File: src/rtl/riscv_pkg.sv
// Shared RV32I pipeline constants: datapath width, reset/bubble values and the
// base opcode encodings used by both fetch and the main decoder.
package riscv_pkg;

    localparam int unsigned XLEN      = 32;
    localparam logic [31:0] RESET_PC  = 32'h0000_0000;
    localparam logic [31:0] NOP_INSTR = 32'h0000_0013;   // addi x0,x0,0

    localparam logic [6:0] OP_R      = 7'b0110011;
    localparam logic [6:0] OP_I      = 7'b0010011;
    localparam logic [6:0] OP_LOAD   = 7'b0000011;
    localparam logic [6:0] OP_STORE  = 7'b0100011;
    localparam logic [6:0] OP_BRANCH = 7'b1100011;
    localparam logic [6:0] OP_JAL    = 7'b1101111;
    localparam logic [6:0] OP_JALR   = 7'b1100111;
    localparam logic [6:0] OP_LUI    = 7'b0110111;

endpackage

File: src/rtl/pipe_reg_en_clr.sv
// Pipeline register with synchronous reset, synchronous clear and load enable.
// Reset and clear both load RST_VAL and take priority over the enable.
module pipe_reg_en_clr #(
    parameter int unsigned   W       = 32,
    parameter logic [W-1:0]  RST_VAL = '0
) (
    input  logic         clk,
    input  logic         reset,
    input  logic         clr,
    input  logic         en,
    input  logic [W-1:0] d,
    output logic [W-1:0] q
);

    always_ff @(posedge clk) begin
        if (reset || clr) begin
            q <= RST_VAL;
        end else if (en) begin
            q <= d;
        end
    end

endmodule

File: src/rtl/fetch_stage.sv
// IF stage and IF/ID pipeline register: PC selection, imem addressing and the
// registered instruction/PC/PC+4/valid handed to decode.
module fetch_stage
    import riscv_pkg::*;
#(
    parameter int unsigned      XLEN      = riscv_pkg::XLEN,
    parameter logic [XLEN-1:0]  RESET_PC  = riscv_pkg::RESET_PC,
    parameter logic [31:0]      NOP_INSTR = riscv_pkg::NOP_INSTR
) (
    input  logic            clk,
    input  logic            reset,
    input  logic            StallF,
    input  logic            StallD,
    input  logic            FlushD,
    input  logic            PCSrcE,
    input  logic [XLEN-1:0] PCTargetE,
    input  logic [31:0]     InstrF,
    output logic [XLEN-1:0] PCF,
    output logic [31:0]     InstrD,
    output logic [XLEN-1:0] PCD,
    output logic [XLEN-1:0] PCPlus4D,
    output logic            ValidD,
    output logic [6:0]      opD,
    output logic [2:0]      funct3D
);

    localparam int unsigned IFID_W = 1 + 32 + 2 * XLEN;
    localparam logic [IFID_W-1:0] IFID_BUBBLE = {1'b0, NOP_INSTR, {XLEN{1'b0}}, {XLEN{1'b0}}};

    logic [XLEN-1:0]   PCPlus4F;
    logic [XLEN-1:0]   PCNextF;
    logic              pc_en;
    logic [IFID_W-1:0] ifid_d;
    logic [IFID_W-1:0] ifid_q;

    // Wraps silently at the top of the address space.
    assign PCPlus4F = PCF + XLEN'(4);

    // A redirect must land even while fetch is stalled, so it forces the enable.
    assign PCNextF = PCSrcE ? PCTargetE : PCPlus4F;
    assign pc_en   = PCSrcE || !StallF;

    pipe_reg_en_clr #(
        .W       (XLEN),
        .RST_VAL (RESET_PC)
    ) u_pc_reg (
        .clk   (clk),
        .reset (reset),
        .clr   (1'b0),
        .en    (pc_en),
        .d     (PCNextF),
        .q     (PCF)
    );

    assign ifid_d = {1'b1, InstrF, PCF, PCPlus4F};

    pipe_reg_en_clr #(
        .W       (IFID_W),
        .RST_VAL (IFID_BUBBLE)
    ) u_ifid_reg (
        .clk   (clk),
        .reset (reset),
        .clr   (FlushD),
        .en    (!StallD),
        .d     (ifid_d),
        .q     (ifid_q)
    );

    assign {ValidD, InstrD, PCD, PCPlus4D} = ifid_q;

    assign opD     = InstrD[6:0];
    assign funct3D = InstrD[14:12];

endmodule
File: config.mk
export PLATFORM = sky130hd
export DESIGN_NAME = fetch_stage
export DESIGN_NICKNAME = d
export VERILOG_FILES = /design/src/rtl/riscv_pkg.sv /design/src/rtl/pipe_reg_en_clr.sv /design/src/rtl/fetch_stage.sv
export SDC_FILE = /design/constraint.sdc
export NUM_CORES = 1
export LEC_CHECK = 0
export CORE_MARGIN = 4
export CORE_UTILIZATION = 42
export CTS_BUF_LIST = sky130_fd_sc_hd__clkbuf_8
export DETAILED_ROUTE_END_ITERATION = 10
export HOLD_SLACK_MARGIN = 0.1
export PLACE_DENSITY = 0.79
export SYNTH_ARGS = -nofsm -noshare
export SYNTH_HDL_FRONTEND = slang
export SYNTH_SLANG_ARGS = --single-unit
File: constraint.sdc
create_clock -name clk -period 2.09 [get_ports clk]
set_input_delay 0.209 -clock clk [delete_from_list [all_inputs] [get_ports clk]]
set_output_delay 0.209 -clock clk [all_outputs]
set_load 0.02 [all_outputs]
==> impl_metrics.env, run 1 <==
export IMPL_cts_sink_count=127
export IMPL_worstPathCellList="nand4_1 -> or4_4 -> nor2_1 -> or4b_1 -> a311oi_2"
export IMPL_routabilityCongestion=0.891
export IMPL_critPathBufInv=0
export IMPL_crit_path_top_delay_cell="or4_4"
export IMPL_synth_warnings=0
export IMPL_ys_flop_type="dfxtp_1"
export IMPL_dp_hpwl_microns=12600
export IMPL_initial_core_util_pct=42.8
export IMPL_hold_class="input pin to register"
export IMPL_syn_nets=695
export IMPL_crit_type="register to register"
export IMPL_die_area_sq_mm=0.0154
export IMPL_slew_headroom_pct=67.9
export IMPL_drt_pass1_iter_count=6
export IMPL_ys_ff_latch=127
export IMPL_critPathLaunchType="register"
export IMPL_seqCellArea_sq_mm=0.00256
export IMPL_synth_edf_count=0
export IMPL_p_leak_nw=3.23
export IMPL_ir_drop_mv=0.397
export IMPL_drt_total_wl_microns=16800
export IMPL_antenna_found_initial=0
export IMPL_h_tree_depth=4
export IMPL_slowest_delay_ns=0.49
export IMPL_endpoint_kind="register"
export IMPL_grt_start_max_net_pins=42
export IMPL_areaGrowthSynthToFinish_pct=49.5
export IMPL_die_height_microns=124
export IMPL_synth_cells=624
export IMPL_cap_viol_max_count=0
export IMPL_postRouteAntennaNets=0
export IMPL_final_cells=1023
export IMPL_numCtsBuffers=17
export IMPL_drive_gt1_share_pct=12.6
export IMPL_cts_tree="done"
export IMPL_setup_viol=0
export IMPL_multi_input_area_sq_mm=0.00273
export IMPL_dp_cells=992
export IMPL_finalCriticalPeriod_ns=1.98
export IMPL_post_drt_wl_per_cell_microns=16.4
export IMPL_ys_types=49
export IMPL_core_sq_mm=0.0132
export IMPL_powerDensity_mw_per_mm2=676
export IMPL_post_route_drc_count=0
export IMPL_max_freq_mhz=505
export IMPL_period_share_pct=94.8
export IMPL_crit_fanout=7
export IMPL_initialDrtViolationCount=278
export IMPL_status="finished clean"
export IMPL_vias_per_cell=5.07
export IMPL_num_rows=42
export IMPL_fin_nets=907
export IMPL_avgSynthCellArea_sq_um=9.05
export IMPL_vias=5183
export IMPL_worst_pin_slew_ns=0.481
export IMPL_io_pins=209
export IMPL_clk_pin_slew_ns=0.07
export IMPL_grt_pass1_wl_microns=26100
export IMPL_clk_latency_ns=0.44
export IMPL_die_w_microns=124
export IMPL_antenna_cells=0
export IMPL_grt_overflow=0
export IMPL_slew_viol_final=0
export IMPL_port_buffers=208
export IMPL_grt_usage_pct=21.9
export IMPL_cts_hold_buffers=0
export IMPL_syn_cell_area_sq_mm=0.00564
export IMPL_setup_tns_ns=0
export IMPL_grt_setup_unrepaired="false"
export IMPL_fillCellCount=1043
export IMPL_root_buffer="clkbuf_8"
export IMPL_hold_viol=0
export IMPL_crit_family="simple AND/OR/NAND/NOR gates"
export IMPL_grt_pass1_vias=5146
export IMPL_async_flop_share_pct=0
export IMPL_clockBufferDepth=2
export IMPL_skew_ns=0.0100
export IMPL_yosysSeqAreaShare_pct=45.0
export IMPL_crit_required_ns=2.44
export IMPL_worstPathArrival_ns=2.33
==> layer usage <==
metal	part of all wire, %	GRT usage (%)
met2	50	37.8
met3	6.9	6.99
met4	1.1	5.34
met5	0	0
met1	42	26.6
==> synthesized netlist by cell type (2+ instances only) <==
master / n / area share, %
clkbuf_4: 2 / 0.27
inv_1: 6 / 0.40
buf_6: 5 / 1.0
a21oi_1: 31 / 2.7
buf_4: 14 / 1.9
buf_1: 3 / 0.20
a211oi_1: 20 / 2.7
and2_1: 2 / 0.22
xor2_1: 13 / 2.0
nor4_1: 12 / 1.3
or4_1: 5 / 0.67
mux2i_1: 72 / 13
clkbuf_2: 2 / 0.18
buf_2: 11 / 0.98
nand3_1: 13 / 1.2
nor2_1: 115 / 7.6
o21ai_0: 20 / 1.8
nand4_1: 5 / 0.55
nand2_1: 29 / 1.9
nor3_1: 15 / 1.3
clkbuf_1: 29 / 1.9
o31ai_1: 2 / 0.27
dfxtp_1: 127 / 45
a311oi_1: 2 / 0.31
and4_1: 2 / 0.31
nor4b_1: 2 / 0.31
o21a_1: 2 / 0.27
and3_1: 4 / 0.44
xnor2_1: 39 / 6.1
==> final timing paths <==
check / slack, ns / endpoint / cells past startpoint / start
min reg2reg: 0.46 / u_ifid_reg.q[96]$_SDFFE_PP0N_ / 1 / u_ifid_reg.q[96]$_SDFFE_PP0N_
max reg2reg: 0.11 / u_pc_reg.q[31]$_SDFFE_PP0N_ / 5 / u_pc_reg.q[26]$_SDFFE_PP0N_
min: 0.27 / u_ifid_reg.q[52]$_SDFFE_PP0N_ / 3 / StallD
max: 0.11 / u_pc_reg.q[31]$_SDFFE_PP0N_ / 5 / u_pc_reg.q[26]$_SDFFE_PP0N_
==> cell type report <==
cell class,instances,share of cell area (%)
inverter,6,0.267
clock buffer,20,3.26
clock inverter,10,1.44
timing repair buffer,260,29.7
tap,176,2.61
sequential,127,30.3
multi-input combinational,424,32.4
==> where the power goes <==
part	total, mW	internal [mW]	switching [mW]
registers	2.59	2.52	0.0666
logic	0.972	0.489	0.483
clock network	2.15	1.24	0.907
==> cell usage in the layout (no fill, tap or decap), types with 4 or more instances in the layout <==
| cell | count |
|---|---|
| clkdlybuf4s50_1 | 207 |
| nor2_1 | 115 |
| dfxtp_1 | 113 |
| mux2i_1 | 72 |
| buf_4 | 50 |
| xnor2_1 | 39 |
| a21oi_1 | 31 |
| nand2_1 | 29 |
| o21ai_0 | 20 |
| a211oi_1 | 20 |
| clkbuf_8 | 20 |
| nor3_1 | 15 |
| dfxtp_2 | 14 |
| nand3_1 | 13 |
| xor2_1 | 13 |
| nor4_1 | 12 |
| inv_1 | 9 |
| nand4_1 | 5 |
| and3_1 | 4 |
| clkinv_2 | 4 |
==> flip-flops by register name, indices dropped and copies added (netlist names) <==
name / flops
u_ifid_reg.q: 95
u_pc_reg.q: 32
==> per-stage QoR <==
stage	instance area [sq um]	setup WS [ns]	util [%]	total power [mW]	hold slack, ns
finish	8440	0.108	64.0	5.71	0.265
global route	8440	0.00426	64.0	5.95	0.254
CTS	8410	0.0336	63.8	5.76	0.250
detailed placement	8020	0.0977	60.8	3.61	0.447
global placement	8020	0.115	60.8	3.59	0.450
floorplan	5680	0.000118	-	3.14	0.334
==> kinds of logic after synthesis <==
group,share of synthesized area (%)
AO/OA/AOI/OAI,8.62
multiplexers,12.8
flip-flops,45.0
AND/OR/NAND/NOR,18.3
buffers and inverters,6.96
adder cells (fa/ha/maj),0.222
XOR/XNOR,8.07
==> repair_timing <==
action / CTS / global route
endpoints found under the setup margin: 0 / 4
setup buffers: 0 / 1
resized for setup: 0 / 3
==> worst register-to-register path, delay by kind of cell (launching register included) <==
| kind | cells | cell delay, ns |
|---|---|---|
| simple gates | 4 | 1.23 |
| flops | 1 | 0.42 |
| compound gates | 1 | 0.24 |
No activity file was read; power rests on OpenSTA's default activity.
==> inputs of run 2 (changes only) <==
--- a/config.mk
+++ b/config.mk
@@ -8,6 +8,7 @@
 export CORE_MARGIN = 4
 export CORE_UTILIZATION = 42
 export CTS_BUF_LIST = sky130_fd_sc_hd__clkbuf_8
+export CTS_CLUSTER_SIZE = 25
 export DETAILED_ROUTE_END_ITERATION = 10
 export HOLD_SLACK_MARGIN = 0.1
 export PLACE_DENSITY = 0.79
==> results of run 2 <==
Final layout, timing and power as in run 1 (identical DEF).
